[config.mk]
export PLATFORM = sky130hd
export DESIGN_NAME = snake_dir_ctrl
export DESIGN_NICKNAME = d
export VERILOG_FILES = /design/src/rtl/snake_defs.sv /design/src/rtl/dir_fifo.sv /design/src/rtl/snake_dir_ctrl.sv
export SDC_FILE = /design/constraint.sdc
export NUM_CORES = 1
export LEC_CHECK = 0
export ABC_AREA = 0
export ABC_CLOCK_PERIOD_IN_PS = 2900
export BUFFER_PORTS_ARGS = -buffer_cell sky130_fd_sc_hd__buf_2
export CORE_MARGIN = 3
export CORE_UTILIZATION = 51
export DETAILED_ROUTE_END_ITERATION = 8
export PLACE_DENSITY = 0.76
export SLEW_MARGIN = 10
export SYNTH_ARGS = -nofsm -noshare
export SYNTH_HDL_FRONTEND = slang
export SYNTH_SLANG_ARGS = --single-unit
[constraint.sdc]
create_clock -name clk -period 2.9 [get_ports clk]
set_input_delay 0.58 -clock clk [delete_from_list [all_inputs] [get_ports clk]]
set_output_delay 0.58 -clock clk [all_outputs]
set_load 0.03 [all_outputs]
[src/rtl/snake_defs.sv]
// Shared direction encoding for the snake game blocks.
package snake_defs;

  localparam int DIR_W = 2;

  typedef logic [DIR_W-1:0] dir_t;

  localparam dir_t DIR_UP    = 2'd0;
  localparam dir_t DIR_RIGHT = 2'd1;
  localparam dir_t DIR_DOWN  = 2'd2;
  localparam dir_t DIR_LEFT  = 2'd3;

  function automatic dir_t opposite(input dir_t d);
    return d ^ 2'b10;
  endfunction

endpackage

[src/rtl/dir_fifo.sv]
// Small circular buffer of pending turns; exposes head (next to apply) and
// tail (newest entry) so the caller can compare presses against it.
module dir_fifo
  import snake_defs::*;
#(
  parameter int QDEPTH = 2
) (
  input  logic       clk,
  input  logic       rst,
  input  logic       flush,
  input  logic       push,
  input  dir_t       din,
  input  logic       pop,
  output dir_t       head,
  output dir_t       tail,
  output logic [2:0] count
);

  localparam int PW = (QDEPTH > 1) ? $clog2(QDEPTH) : 1;
  localparam logic [PW-1:0] LAST = PW'(QDEPTH - 1);

  dir_t          mem_q [QDEPTH];
  dir_t          mem_d [QDEPTH];
  logic [PW-1:0] rd_q, rd_d;
  logic [PW-1:0] wr_q, wr_d;
  logic [2:0]    cnt_q, cnt_d;

  function automatic logic [PW-1:0] inc(input logic [PW-1:0] p);
    return (p == LAST) ? '0 : p + 1'b1;
  endfunction

  // Caller guarantees push only when not full and pop only when not empty.
  always_comb begin
    mem_d = mem_q;
    rd_d  = rd_q;
    wr_d  = wr_q;
    cnt_d = cnt_q;
    if (flush) begin
      rd_d  = '0;
      wr_d  = '0;
      cnt_d = '0;
    end else begin
      if (push) begin
        mem_d[wr_q] = din;
        wr_d        = inc(wr_q);
      end
      if (pop) begin
        rd_d = inc(rd_q);
      end
      case ({push, pop})
        2'b10:   cnt_d = cnt_q + 3'd1;
        2'b01:   cnt_d = cnt_q - 3'd1;
        default: cnt_d = cnt_q;
      endcase
    end
  end

  always_ff @(posedge clk) begin
    if (!rst) begin
      for (int i = 0; i < QDEPTH; i++) mem_q[i] <= '0;
      rd_q  <= '0;
      wr_q  <= '0;
      cnt_q <= '0;
    end else begin
      mem_q <= mem_d;
      rd_q  <= rd_d;
      wr_q  <= wr_d;
      cnt_q <= cnt_d;
    end
  end

  assign head  = mem_q[rd_q];
  assign tail  = (wr_q == '0) ? mem_q[LAST] : mem_q[wr_q - 1'b1];
  assign count = cnt_q;

endmodule

[src/rtl/snake_dir_ctrl.sv]
// Converts button press pulses into the snake's direction, queueing turns
// between game steps and rejecting repeats and reversals.
module snake_dir_ctrl
  import snake_defs::*;
#(
  parameter int   QDEPTH   = 2,
  parameter dir_t INIT_DIR = DIR_RIGHT
) (
  input  logic       clk,
  input  logic       rst,
  input  logic       btn_up,
  input  logic       btn_right,
  input  logic       btn_down,
  input  logic       btn_left,
  input  logic       run,
  input  logic       clear,
  input  logic       step_tick,
  output dir_t       dir,
  output logic       dir_changed,
  output logic [2:0] pending,
  output logic       key_drop
);

  localparam logic [2:0] FULL_CNT = 3'(QDEPTH);

  dir_t       dir_q, dir_d;
  logic       dir_changed_q, dir_changed_d;
  logic       key_drop_q, key_drop_d;

  logic       press;
  dir_t       key;
  dir_t       ref_dir;
  logic       push, pop;
  dir_t       head, tail;
  logic [2:0] count;

  dir_fifo #(.QDEPTH(QDEPTH)) u_fifo (
    .clk   (clk),
    .rst   (rst),
    .flush (clear),
    .push  (push),
    .din   (key),
    .pop   (pop),
    .head  (head),
    .tail  (tail),
    .count (count)
  );

  always_comb begin
    press = btn_up | btn_right | btn_down | btn_left;
    if (btn_up)         key = DIR_UP;
    else if (btn_right) key = DIR_RIGHT;
    else if (btn_down)  key = DIR_DOWN;
    else                key = DIR_LEFT;

    // Presses are judged against the last turn the snake will have made.
    ref_dir = (count != 3'd0) ? tail : dir_q;

    push       = 1'b0;
    key_drop_d = 1'b0;
    if (run && press && (key != ref_dir)) begin
      if (key == opposite(ref_dir)) key_drop_d = 1'b1;
      else if (count == FULL_CNT)   key_drop_d = 1'b1;
      else                          push       = 1'b1;
    end

    pop           = run && step_tick && (count != 3'd0);
    dir_d         = pop ? head : dir_q;
    dir_changed_d = pop;

    if (clear) begin
      push          = 1'b0;
      pop           = 1'b0;
      dir_d         = INIT_DIR;
      dir_changed_d = 1'b0;
      key_drop_d    = 1'b0;
    end
  end

  always_ff @(posedge clk) begin
    if (!rst) begin
      dir_q         <= INIT_DIR;
      dir_changed_q <= 1'b0;
      key_drop_q    <= 1'b0;
    end else begin
      dir_q         <= dir_d;
      dir_changed_q <= dir_changed_d;
      key_drop_q    <= key_drop_d;
    end
  end

  assign dir         = dir_q;
  assign dir_changed = dir_changed_q;
  assign key_drop    = key_drop_q;
  assign pending     = count;

endmodule

==> results of run 1 <==
==> worst max-delay path: cells and delay by family, from the launching register on <==
kind                     cells  cell delay (ps)
buffers and inverters        1               60
adder cells (fa/ha/maj)      2              590
AND/OR/NAND/NOR              2              940
AO/OA/AOI/OAI                3              470
XOR/XNOR                     1              150
flip-flops                   1              380
==> per-stage QoR <==
step / setup WS, ps / instance area [µm²] / std cells
after detailed placement: -75.43 / 830.8 / 106
after floorplan: 208.1 / 719.4 / 75
after global routing: 9.631 / 865.8 / 110
final: 247.3 / 865.8 / 110
after CTS: 204.4 / 857.1 / 110
after global placement: 5.741 / 830.8 / 106
==> metal layers <==
| metal | global-route usage [%] | share of wire, % |
|---|---|---|
| met1 | 24.43 | 47 |
| met2 | 27.62 | 46 |
| met3 | 9.129 | 5.9 |
| met4 | 7.831 | 1.6 |
| met5 | 0 | 0 |
==> power breakdown <==
| group | internal, mW | switching (mW) | total (mW) |
|---|---|---|---|
| Combinational | 0.0193 | 0.0243 | 0.0436 |
| Sequential | 0.181 | 0.00233 | 0.183 |
| Clock | 0.0535 | 0.0612 | 0.115 |
==> cells in the mapped netlist <==
library cell and count:
ha_1 1, or3b_2 1, or3_2 1, o21ai_2 1, mux2_2 1, nor3b_1 1, clkbuf_1 1, dfxtp_1 13
o41ai_1 1, or3_4 1, a2111oi_2 1, inv_1 3, o221a_2 1, fa_1 1, nor2_1 13, nor2b_1 1
mux2i_1 7, or2_4 1, nand2_1 6, xnor2_1 1, nand3_1 1, xor2_1 4, a211o_1 1, mux2_4 1
nand2b_1 1, a21oi_1 3, or4_1 1, nor4b_1 1, a2111oi_4 1, and3_4 1, nor3_1 1, nor2_2 1
o21ai_0 1
==> flip-flops by register name, summed over array words and instances, names as in the netlist <==
signal	flops
key_drop	1
u_fifo.rd_q	1
u_fifo.count	3
u_fifo.wr_q	1
dir	2
u_fifo.mem_q	4
dir_changed	1
==> logic make-up (layout without fill, tap and decap cells) <==
logic type	after synthesis	count (layout)	share of synthesized area [%]
simple gates	32	32	23.83
flops	13	13	36.17
compound gates	10	10	13.91
mux	9	9	13.39
xor+xnor	5	5	6.087
buf+inv	4	25	2.086
fa+ha+maj	2	2	4.522
==> final cells by class <==
cell class / instances / area (µm²) / share of cell area (%)
multi-input combinational: 58 / 451.7 / 52.17
sequential: 13 / 261.5 / 30.20
timing repair buffer: 18 / 97.59 / 11.27
clock buffer: 4 / 26.28 / 3.035
tap: 14 / 17.52 / 2.023
inverter: 3 / 11.26 / 1.301
==> timing repair <==
action,CTS,global route
endpoints found under the setup margin,0,1
gates resized for setup,0,2
endpoints found under the hold margin,0,0
==> worst min path at each step <==
stage	end	cells past startpoint	from
finish	u_fifo.mem_q[1]$_SDFFE_PN0P_	2	u_fifo.mem_q[1]$_SDFFE_PN0P_
global placement	u_fifo.mem_q[1]$_SDFFE_PN0P_	2	u_fifo.mem_q[1]$_SDFFE_PN0P_
floorplan	u_fifo.mem_q[3]$_SDFFE_PN0P_	2	u_fifo.mem_q[3]$_SDFFE_PN0P_
global route	u_fifo.mem_q[3]$_SDFFE_PN0P_	2	u_fifo.mem_q[3]$_SDFFE_PN0P_
detailed placement	u_fifo.mem_q[1]$_SDFFE_PN0P_	2	u_fifo.mem_q[1]$_SDFFE_PN0P_
CTS	u_fifo.mem_q[1]$_SDFFE_PN0P_	2	u_fifo.mem_q[1]$_SDFFE_PN0P_
==> metrics.log, run 1 <==
[metrics] outcome: finished, final reports clean
[metrics] Layout Area Growth over Synthesis: 20.35%
[metrics] clock sink count: 13
[metrics] Final Core Density: 71.19%
[metrics] DR pass1 iterations: 4
[metrics] worst path arrival time: 2870 ps
[metrics] Via Count: 611
[metrics] crit path time final: between 2000 and 3000 ps
[metrics] antenna violations before repair: 0
[metrics] largest fanout on the critical path: 8
[metrics] number of cell rows: 12
[metrics] depth of the most critical reg-to-reg path: 9
[metrics] cell chain of the critical path: nor4b_1 > a2111oi_4 > o21ai_2 > ha_1 > inv_1 > fa_1 > xor2_1 > or3_2 > a21oi_1
[metrics] final setup vio count: 0
[metrics] capturing point of the worst reg2reg path: u_fifo.count[2]$_SDFFE_PP0P_
[metrics] leading cell types in the layout, fill and taps excluded: buf_2 (15), nor2_1 (13), dfxtp_1 (12)
[metrics] max-slew violation count: 0
[metrics] die outline area: ~1900 µm²
[metrics] yosys warns: 0
[metrics] Synth cell types: 33
[metrics] total length of routed wires: about 1.5 mm
[metrics] Detail Route Antenna Nets: 0
[metrics] number of buffers inserted to repair setup after CTS: 0
[metrics] pin count of the biggest net entering global routing: 10
[metrics] sequential fraction of the synthesis area: 36.17%
[metrics] # Max-Cap Violations: 0
[metrics] library cell used as clock root buffer: clkbuf_4
[metrics] first-pass GRT wire length: around 2.7 mm
[metrics] Skew-Pair Late Insertion Delay: 290 ps
[metrics] Overall Power: 0.3413 mW
[metrics] most common library cell in the layout ignoring fill and taps: buf_2
[metrics] slew of the pin with the lowest slew margin: approximately 530 ps
[metrics] H-tree levels: 1
[metrics] number of buffers between clock root and the deepest sink: 2
[metrics] Reg2Reg Setup Slack: ~250 ps
[metrics] crit path to: u_fifo.count[2]$_SDFFE_PP0P_
[metrics] area of the core region: 1216 µm²
[metrics] number of nets at the end of the flow: 108
[metrics] launching instance or port of the critical path: u_fifo.count[2]$_SDFFE_PP0P_
[metrics] IO Port Bufs: 15
[metrics] number of buffers inserted by hold repair at cts: 0
[metrics] highest cell delay on the worst timing path: 540 ps
[metrics] DRC marker count from the first detailed-route iteration: 8
[metrics] die extent in x: 43.56 µm
[metrics] Post-Synthesis Mean Instance Area: 9.593 µm²
[metrics] wire length per cell: ~13 µm
[metrics] final clock skew: 10.24 ps
[metrics] area of the mapped netlist: 719.4 µm²
[metrics] worst slew margin relative to its limit: 64.38%
[metrics] Initial Utilization: 59.16%
[metrics] Achievable Freq: 0.3770 GHz
[metrics] CTS clock-pin slew for the worst setup and hold paths: 80 ps
[metrics] worst-case vdd ir drop: 0.3563 mV
[metrics] count of state elements after synthesis: 13
[metrics] final total negative setup slack: 0 ps
[metrics] Worst Setup End Kind: flop
[metrics] final-layout fill cell count: approximately 110
[metrics] num ports: 16
[metrics] vias per std cell: 5.555
[metrics] number of DRC violations after detailed routing: 0
[metrics] Startpoint Class: flop
[metrics] path type of the worst setup path: flop to flop
[metrics] HPWL after DPL: 1.138 mm
[metrics] antenna cells: 0
[metrics] Reg2Reg Launch Point: u_fifo.count[2]$_SDFFE_PP0P_
[metrics] cell taking the most area after synthesis: dfxtp_1
[metrics] total clock buffers created by CTS: 3
[metrics] power density normalized to cell area: 394.2 nW/µm²
[metrics] Congestion Overflow GR: 0
[metrics] proportion of netlist area held by the largest area contributor: 36.17%
[metrics] cell with the biggest individual delay on the critical path: nor4b_1
[metrics] TritonCTS clock tree: yes
[metrics] Hold Slack: about 480 ps
[metrics] required time of the worst setup path: between 3000 and 4000 ps
[metrics] final critical-path share of the clock period: 91.47%
[metrics] gr usage total: between 10% and 20%
[metrics] proportion of layout cells with a drive suffix above 1: 36.46%
[metrics] cell count after synthesis: 75
[metrics] Die Y-Extent: 43.56 µm
[metrics] RSZ-0062 raised after global routing: no
[metrics] routability cong.: 0.8518
[metrics] Synth Net Count: 86
[metrics] final hold violation count: 0
[metrics] via count of the first global-routing pass: between 600 and 700
[metrics] synth top area cells: dfxtp_1 (36%), mux2i_1 (9.7%), nor2_1 (6.8%)
[metrics] leakage power: 0.3205 nW
[metrics] Hold/Removal Path Class: flop to flop
Note: power is estimated with default switching activity, not from simulation.
==> run 2: changes to the inputs <==
--- a/config.mk
+++ b/config.mk
@@ -13,4 +13,5 @@
 export DETAILED_ROUTE_END_ITERATION = 8
 export PLACE_DENSITY = 0.76
+export SETUP_SLACK_MARGIN = 0.3
 export SLEW_MARGIN = 10
 export SYNTH_ARGS = -nofsm -noshare
==> constraint.sdc (replaced) <==
create_clock -name clk -period 2.9 [get_ports clk]
set_input_delay 0.58 -clock clk [delete_from_list [all_inputs] [get_ports clk]]
set_output_delay 0.58 -clock clk [all_outputs]
set_load 0.005 [all_outputs]
==> run 2 against run 1 <==
Flip-flop and latch count unchanged. Worst hold slack improved by 12 ps. Setup slack improved by 200 ps. Final cell count increased by 0.91%. Clock skew decreased by 5.2 ps. Power increased by 0.26%. Largest cell class unchanged. Largest power group unchanged. Highest routed layer unchanged.
==> metrics.log, run 2 (synthesis results as in run 1) <==
[metrics] slew of the pin with the lowest slew margin: 444.3 ps (-82.48 ps)
[metrics] Layout Cells excl Fill: 111 (+0.91%)
[metrics] H-tree levels: 1 (unchanged)
[metrics] power density normalized to cell area: 367.6 nW/µm² (-6.7%)
[metrics] clock sink count: 13 (unchanged)
[metrics] Via Count: 645 (+5.6%)
[metrics] area of the core region: 1216 µm² (unchanged)
[metrics] routability cong.: 0.7939 (-6.8%)
[metrics] leading cell types in the layout, fill and taps excluded: buf_2 (15), nor2_1 (13), dfxtp_1 (9)
[metrics] die extent in x: 43.56 µm (unchanged)
[metrics] Congestion Overflow GR: 0 (unchanged)
[metrics] final worst slack: 445.6 ps (+198.3 ps)
[metrics] HPWL after DPL: 1.140 mm (+0.15%)
[metrics] library cell used as clock root buffer: clkbuf_4
[metrics] vias per std cell: 5.811 (+4.6%)
[metrics] antenna cells: 0 (unchanged)
[metrics] cell chain of the critical path: or4_4 > o221a_4 > o21ai_4 > ha_4 > inv_1 > fa_2 > xor2_1 > or3_4 > a21oi_2
[metrics] final clock skew: 5.005 ps (-5.232 ps)
[metrics] worst path arrival time: 2660 ps (-210 ps)
[metrics] IO Port Bufs: 15 (unchanged)
[metrics] capturing point of the worst reg2reg path: u_fifo.count[2]$_SDFFE_PP0P_
[metrics] max-slew violation count: 0 (unchanged)
[metrics] pin count of the biggest net entering global routing: 10 (unchanged)
[metrics] proportion of layout cells with a drive suffix above 1: 45.36% (+8.9 points)
[metrics] first-pass GRT wire length: 2.594 mm (-2.3%)
[metrics] Worst Setup End Kind: flop
[metrics] Reg2Reg Launch Point: u_fifo.count[2]$_SDFFE_PP0P_
[metrics] flip-flop count of the largest register after layout: 4 (unchanged)
[metrics] Achievable Freq: 0.4074 GHz (+8.1%)
[metrics] DRC marker count from the first detailed-route iteration: 15 (+7)
[metrics] # Max-Cap Violations: 0 (unchanged)
[metrics] antenna violations before repair: 0 (unchanged)
[metrics] final total negative setup slack: 0 ps (unchanged)
[metrics] Die Y-Extent: 43.56 µm (unchanged)
[metrics] gr usage total: 18.83% (-0.35 points)
[metrics] RSZ-0062 raised after global routing: no
[metrics] leakage power: 0.3403 nW (+6.2%)
[metrics] wire length per cell: 15.31 µm (+14%)
[metrics] path type of the worst setup path: flop to flop
[metrics] final setup vio count: 0 (unchanged)
[metrics] total clock buffers created by CTS: 3 (unchanged)
[metrics] Placed Instances: 104 (-1.9%)
[metrics] total length of routed wires: 1.699 mm (+15%)
[metrics] final hold violation count: 0 (unchanged)
[metrics] buffers and inverters on the worst path: 1 (unchanged)
[metrics] Startpoint Class: flop
[metrics] cell with the biggest individual delay on the critical path: or4_4
[metrics] worst hold path endpoint: u_fifo.mem_q[3]$_SDFFE_PN0P_
[metrics] required time of the worst setup path: 3100 ps (-20 ps)
[metrics] Final Core Density: 76.54% (+5.3 points)
[metrics] number of nets at the end of the flow: 109 (+0.93%)
[metrics] number of DRC violations after detailed routing: 0 (unchanged)
[metrics] kind of cell adding the most delay to the critical path: simple AND/OR/NAND/NOR gates
[metrics] Hold Path Origin: u_fifo.mem_q[3]$_SDFFE_PN0P_
[metrics] most common library cell in the layout ignoring fill and taps: buf_2
[metrics] worst-case vdd ir drop: 0.3228 mV (-9.4%)
[metrics] number of buffers between clock root and the deepest sink: 2 (unchanged)
[metrics] Skew-Pair Late Insertion Delay: 270 ps (-20 ps)
[metrics] crit path time final: 2454 ps (-198.3 ps)
[metrics] Hold Path Depth: 2 (unchanged)
[metrics] Layout Area Growth over Synthesis: 29.39%
[metrics] TritonCTS clock tree: yes
[metrics] top register by number of flip-flops: u_fifo.mem_q
[metrics] num ports: 16 (unchanged)
[metrics] via count of the first global-routing pass: 603 (-1.1%)
[metrics] die outline area: 1897 µm² (unchanged)
[metrics] worst slew margin relative to its limit: 70.32% (+5.9 points)
[metrics] Initial Utilization: 59.16% (unchanged)
[metrics] final critical-path share of the clock period: 84.63% (-6.8 points)
[metrics] Placement Setup Slack: 80.36 ps (+155.8 ps)
[metrics] Detail Route Antenna Nets: 0 (unchanged)
[metrics] outcome: finished, final reports clean
[metrics] largest fanout on the critical path: 8 (unchanged)
[metrics] Hold/Removal Path Class: flop to flop
[metrics] launching instance or port of the critical path: u_fifo.count[2]$_SDFFE_PP0P_
[metrics] DR pass1 iterations: 4 (unchanged)
[metrics] depth of the most critical reg-to-reg path: 9 (unchanged)
[metrics] number of buffers inserted by hold repair at cts: 0 (unchanged)
[metrics] highest cell delay on the worst timing path: 530 ps (about the same)
[metrics] CTS clock-pin slew for the worst setup and hold paths: 80 ps (about the same)
[metrics] number of cell rows: 12 (unchanged)
[metrics] Reg2Reg Setup Slack: 450 ps (+200 ps)
[run 2: final cells by class]
type,count,area [µm²]
Clock buffer,4,26.28
Fill cell,88,285.3
Inverter,3,11.26
Multi-Input combinational cell,58,500.5
Sequential cell,13,270.3
Tap cell,14,17.52
Timing Repair Buffer,19,105.1
[run 2: worst max-delay path by stage]
stage                                         to  slack (ps)  cells after the start
detailed placement  u_fifo.count[2]$_SDFFE_PP0P_          80                     10
global route        u_fifo.count[2]$_SDFFE_PP0P_         300                     10
floorplan           u_fifo.count[2]$_SDFFE_PP0P_         380                      9
global placement    u_fifo.count[2]$_SDFFE_PP0P_         190                     10
CTS                 u_fifo.count[2]$_SDFFE_PP0P_         310                      9
finish              u_fifo.count[2]$_SDFFE_PP0P_         450                      9
[run 2: repair_timing]
| action | in CTS | in global routing |
|---|---|---|
| pin swaps | 1 | 3 |
| hold endpoints to repair | 0 | 0 |
| endpoints found under the setup margin | 1 | 1 |
| setup buffers | 1 | 2 |
| gates resized for setup | 6 | 9 |
[run 2: stage by stage]
step | power (mW) | hold slack [ps] | area, µm²
after global placement | 0.2269 | 468.1 | 823.3
after floorplan | 0.2128 | 443.6 | 726.9
after global routing | 0.3612 | 513.7 | 930.9
after CTS | 0.3395 | 487.7 | 880.8
final | 0.3422 | 489.3 | 930.9
after detailed placement | 0.2274 | 474.6 | 823.3
[run 2: tightest hold or removal path, stage by stage (launching register included)]
cell     delay [ps]
dfxtp_1         330
nand2_1          60
mux2i_1          50
[run 2: power breakdown]
group / internal, mW / switching, mW / leakage (nW) / total (mW)
sequential: 0.179 / 0.00306 / 0.108 / 0.182
combinational: 0.0217 / 0.0255 / 0.218 / 0.0472
clock: 0.0533 / 0.0596 / 0.0150 / 0.113
[run 2: per-layer routing]
layer | share of wire, % | up-vias | GRT usage, %
li1 | - | 311 | -
met1 | 45 | 302 | 24.37
met2 | 46 | 23 | 26.45
met3 | 5.5 | 9 | 3.734
met4 | 3.2 | 0 | 15.66
met5 | 0 | - | 0
==> run 3: changes to the inputs <==
- ABC_AREA: 0 -> 1
- ABC_CLOCK_PERIOD_IN_PS: 2900 -> 2400
- CORE_UTILIZATION: 51 -> 52
- clock period: 2.9 -> 2.4 ns (I/O delays scaled with it)
==> run 3 against run 2 <==
Combinational power is 89% higher. Sequential power is 23% higher. Clock-buffer cell count stayed put. Critical endpoint unchanged. Largest cell class unchanged. Largest power group unchanged.
==> metrics.log, run 3 <==
[metrics] number of buffers inserted by hold repair at cts: 0 (unchanged)
[metrics] sequential fraction of the synthesis area: 33.12% (-3.1 points)
[metrics] Placement Setup Slack: 55.46 ps (-24.90 ps)
[metrics] Synth cell types: 15 (-55%)
[metrics] top register by number of flip-flops: u_fifo.mem_q
[metrics] number of DRC violations after detailed routing: 0 (unchanged)
[metrics] area of the core region: 1366 µm² (+12%)
[metrics] RSZ-0062 raised after global routing: yes
[metrics] Hold/Removal Path Class: input port to flop
[metrics] Initial Utilization: 57.51% (-1.6 points)
[metrics] HPWL after DPL: 1.374 mm (+21%)
[metrics] library cell used as clock root buffer: clkbuf_4
[metrics] Reg2Reg Launch Point: u_fifo.wr_q$_SDFFE_PP0P_
[metrics] Overall Power: 0.4521 mW (+32%)
[metrics] proportion of synthesized flip-flops having asynchronous set or reset: 0% (unchanged)
[metrics] final clock skew: 3.308 ps (-1.697 ps)
[metrics] proportion of netlist area held by the largest area contributor: 33.12% (-3.1 points)
[metrics] gr usage total: 20.71% (+1.9 points)
[metrics] worst slew margin relative to its limit: 84.20% (+14 points)
[metrics] outcome: finished, final reports clean
[metrics] final worst slack: 218.7 ps (-226.9 ps)
[metrics] ys flop type: dfxtp_1
[metrics] dominant cell by count in the synthesized netlist: nand2_1
[metrics] num ports: 16 (unchanged)
[metrics] leading cell types in the layout, fill and taps excluded: nand2_1 (22), buf_2 (16), inv_1 (14)
[metrics] H-tree levels: 1 (unchanged)
[metrics] final setup vio count: 0 (unchanged)
[metrics] Skew-Pair Late Insertion Delay: 280 ps (about the same)
[metrics] proportion of layout cells with a drive suffix above 1: 42.48% (-2.9 points)
[metrics] busiest layer in global routing: met2
[metrics] die outline area: 2013 µm² (+6.1%)
[metrics] total clock buffers created by CTS: 3 (unchanged)
[metrics] met2 track demand over resource in global routing: 36.68% (+10 points)
[metrics] final hold violation count: 0 (unchanged)
[metrics] cell count after synthesis: 124 (+65%)
[metrics] Achievable Freq: 0.4584 GHz (+13%)
[metrics] max-slew violation count: 0 (unchanged)
[metrics] final total negative setup slack: 0 ps (unchanged)
[metrics] power density normalized to cell area: 416.3 nW/µm² (+13%)
[metrics] Congestion Overflow GR: 0 (unchanged)
[metrics] IO Port Bufs: 15 (unchanged)
[metrics] first-pass GRT wire length: 3.084 mm (+19%)
[metrics] DR pass1 iterations: 4 (unchanged)
[metrics] vias per std cell: 5.351 (-7.9%)
[metrics] Detail Route Antenna Nets: 0 (unchanged)
[metrics] Layout Area Growth over Synthesis: 38.22%
[metrics] DRC marker count from the first detailed-route iteration: 43 (+28)
[metrics] Hold Path Origin: rst
[metrics] pin count of the biggest net entering global routing: 11 (+1)
[metrics] Post-synth EDFFs: 0 (unchanged)
[metrics] largest fanout on the critical path: 5 (-3)
[metrics] wire length per cell: 12.61 µm (-18%)
[metrics] routability cong.: 0.7892 (-0.59%)
[metrics] antenna cells: 0 (unchanged)
[metrics] GR Layer Usage met3: 3.586% (-0.15 points)
[metrics] number of cell rows: 13 (+1)
[metrics] number of nets at the end of the flow: 165 (+51%)
[metrics] clock sink count: 13 (unchanged)
[metrics] # Max-Cap Violations: 0 (unchanged)
[metrics] Layout Cells excl Fill: 168 (+51%)
[metrics] CTS clock-pin slew for the worst setup and hold paths: 80 ps (about the same)
[metrics] area of the mapped netlist: 785.8 µm² (+9.2%)
[metrics] grt met1 use: 23.84% (-0.53 points)
[metrics] Die Y-Extent: 44.87 µm (+3.0%)
[metrics] most common library cell in the layout ignoring fill and taps: nand2_1
[metrics] Synth Net Count: 135 (+57%)
[metrics] Hold Slack: 475.3 ps (-14.01 ps)
[metrics] cell taking the most area after synthesis: dfxtp_1
[metrics] Placed Instances: 154 (+48%)
[metrics] die extent in x: 44.87 µm (+3.0%)
[metrics] required time of the worst setup path: 2580 ps (-520 ps)
[metrics] count of state elements after synthesis: 13 (unchanged)
[metrics] Worst Setup End Kind: flop
[metrics] slew of the pin with the lowest slew margin: 236.4 ps (-208.0 ps)
[metrics] worst-case vdd ir drop: 0.3107 mV (-3.7%)
[metrics] number of buffers between clock root and the deepest sink: 2 (unchanged)
[metrics] final critical-path share of the clock period: 90.89% (+6.3 points)
[metrics] launching instance or port of the critical path: u_fifo.wr_q$_SDFFE_PP0P_
[metrics] Post-Synthesis Mean Instance Area: 6.337 µm² (-34%)
[metrics] via count of the first global-routing pass: 809 (+34%)
[metrics] yosys warns: 0 (unchanged)
[metrics] flip-flop count of the largest register after layout: 4 (unchanged)
[metrics] path type of the worst setup path: flop to flop
[metrics] TritonCTS clock tree: yes
[metrics] final-layout fill cell count: 106 (+20%)
[metrics] crit path time final: 2181 ps (-273.1 ps)
[metrics] leakage power: 0.5181 nW (+52%)
[metrics] antenna violations before repair: 0 (unchanged)
[metrics] synth top area cells: dfxtp_1 (33%), nand2_1 (16%), nand3_1 (10%)
[metrics] worst path arrival time: 2360 ps (-300 ps)
[metrics] total length of routed wires: 2.118 mm (+25%)
[metrics] Startpoint Class: flop
[metrics] Via Count: 899 (+39%)
[metrics] synth cell count leaders: nand2_1 (33), inv_1 (19), nand3_1 (16)
[run 3: cell types whose count changed in the layout (fill, tap and decap cells not counted), moves of 3 or more]
cell,change
inv_1,+11
mux2i_1,-7
nand2_2,+11
nand3_1,+11
nand3_2,+5
inv_4,+3
nor2_4,+3
o21ai_0,+4
a21oi_1,+10
buf_4,+5
xor2_1,-4
nand2_1,+16
[run 3: worst paths after layout]
path | endpoint | slack, ps | cells past startpoint
worst min-delay path | u_fifo.mem_q[0]$_SDFFE_PN0P_ | 480 | 3
worst max-delay path | u_fifo.count[2]$_SDFFE_PP0P_ | 220 | 17
worst max register to register | u_fifo.count[2]$_SDFFE_PP0P_ | 220 | 17
worst min register to register | u_fifo.count[2]$_SDFFE_PP0P_ | 500 | 2
[run 3: routing by layer]
layer | vias to the layer above | wire [µm]
met5 | - | 0
met4 | 0 | 48
met3 | 6 | 184
met2 | 38 | 1029
met1 | 402 | 857
li1 | 453 | -
[run 3: cell type report]
class / count / area (µm²) / area share, %
Multi-Input combinational cell: 89 / 513.0 / 47.24
Sequential cell: 13 / 267.8 / 24.65
Timing Repair Buffer: 27 / 170.2 / 15.67
Inverter: 20 / 90.09 / 8.295
Clock buffer: 4 / 26.28 / 2.419
Tap cell: 15 / 18.77 / 1.728
[run 3: timing repair]
item / in CTS / in global routing
resized for setup: 8 / 19
pin swaps: 11 / 13
cloned: 0 / 1
buffers inserted: 5 / 4
endpoints found under the hold margin: 0 / 0
endpoints found under the setup margin: 2 / 2
[run 3: cells by family (layout without fill, tap and decap cells)]
logic type	Yosys count	after routing	share of synthesized area, %
AOI/OAI and AO/OA	20	20	12.74
adders and majority gates	2	2	4.140
and+or+nand+nor	67	67	37.58
buffers and inverters	22	51	12.42
DFF	13	13	33.12
[run 3: worst max-delay path, cell delays in order, from the launching register on]
cell and delay [ps]:
dfxtp_4 370, buf_6 130, nand2_1 60, nand2_1 60
nand2_2 80, nand3_1 70, nand2_1 100, nand2_2 60
nand2_2 80, nor2_4 50, inv_2 50, ha_4 130
inv_4 30, fa_2 400, a21oi_2 150, o21ai_2 80
o21ai_1 120, a21oi_1 50
[run 3: stage by stage]
step / util (%) / cell area [µm²]
final: 79.49 / 1086
after CTS: 72.99 / 997.2
after floorplan: - / 823.3
after global routing: 79.49 / 1086
after detailed placement: 66.58 / 909.6
after global placement: 66.58 / 909.6
[run 3: power by group]
group | switching [mW] | leakage, nW | internal [mW]
sequential | 0.00467 | 0.107 | 0.220
clock | 0.0738 | 0.0150 | 0.0646
combinational | 0.0520 | 0.396 | 0.0374
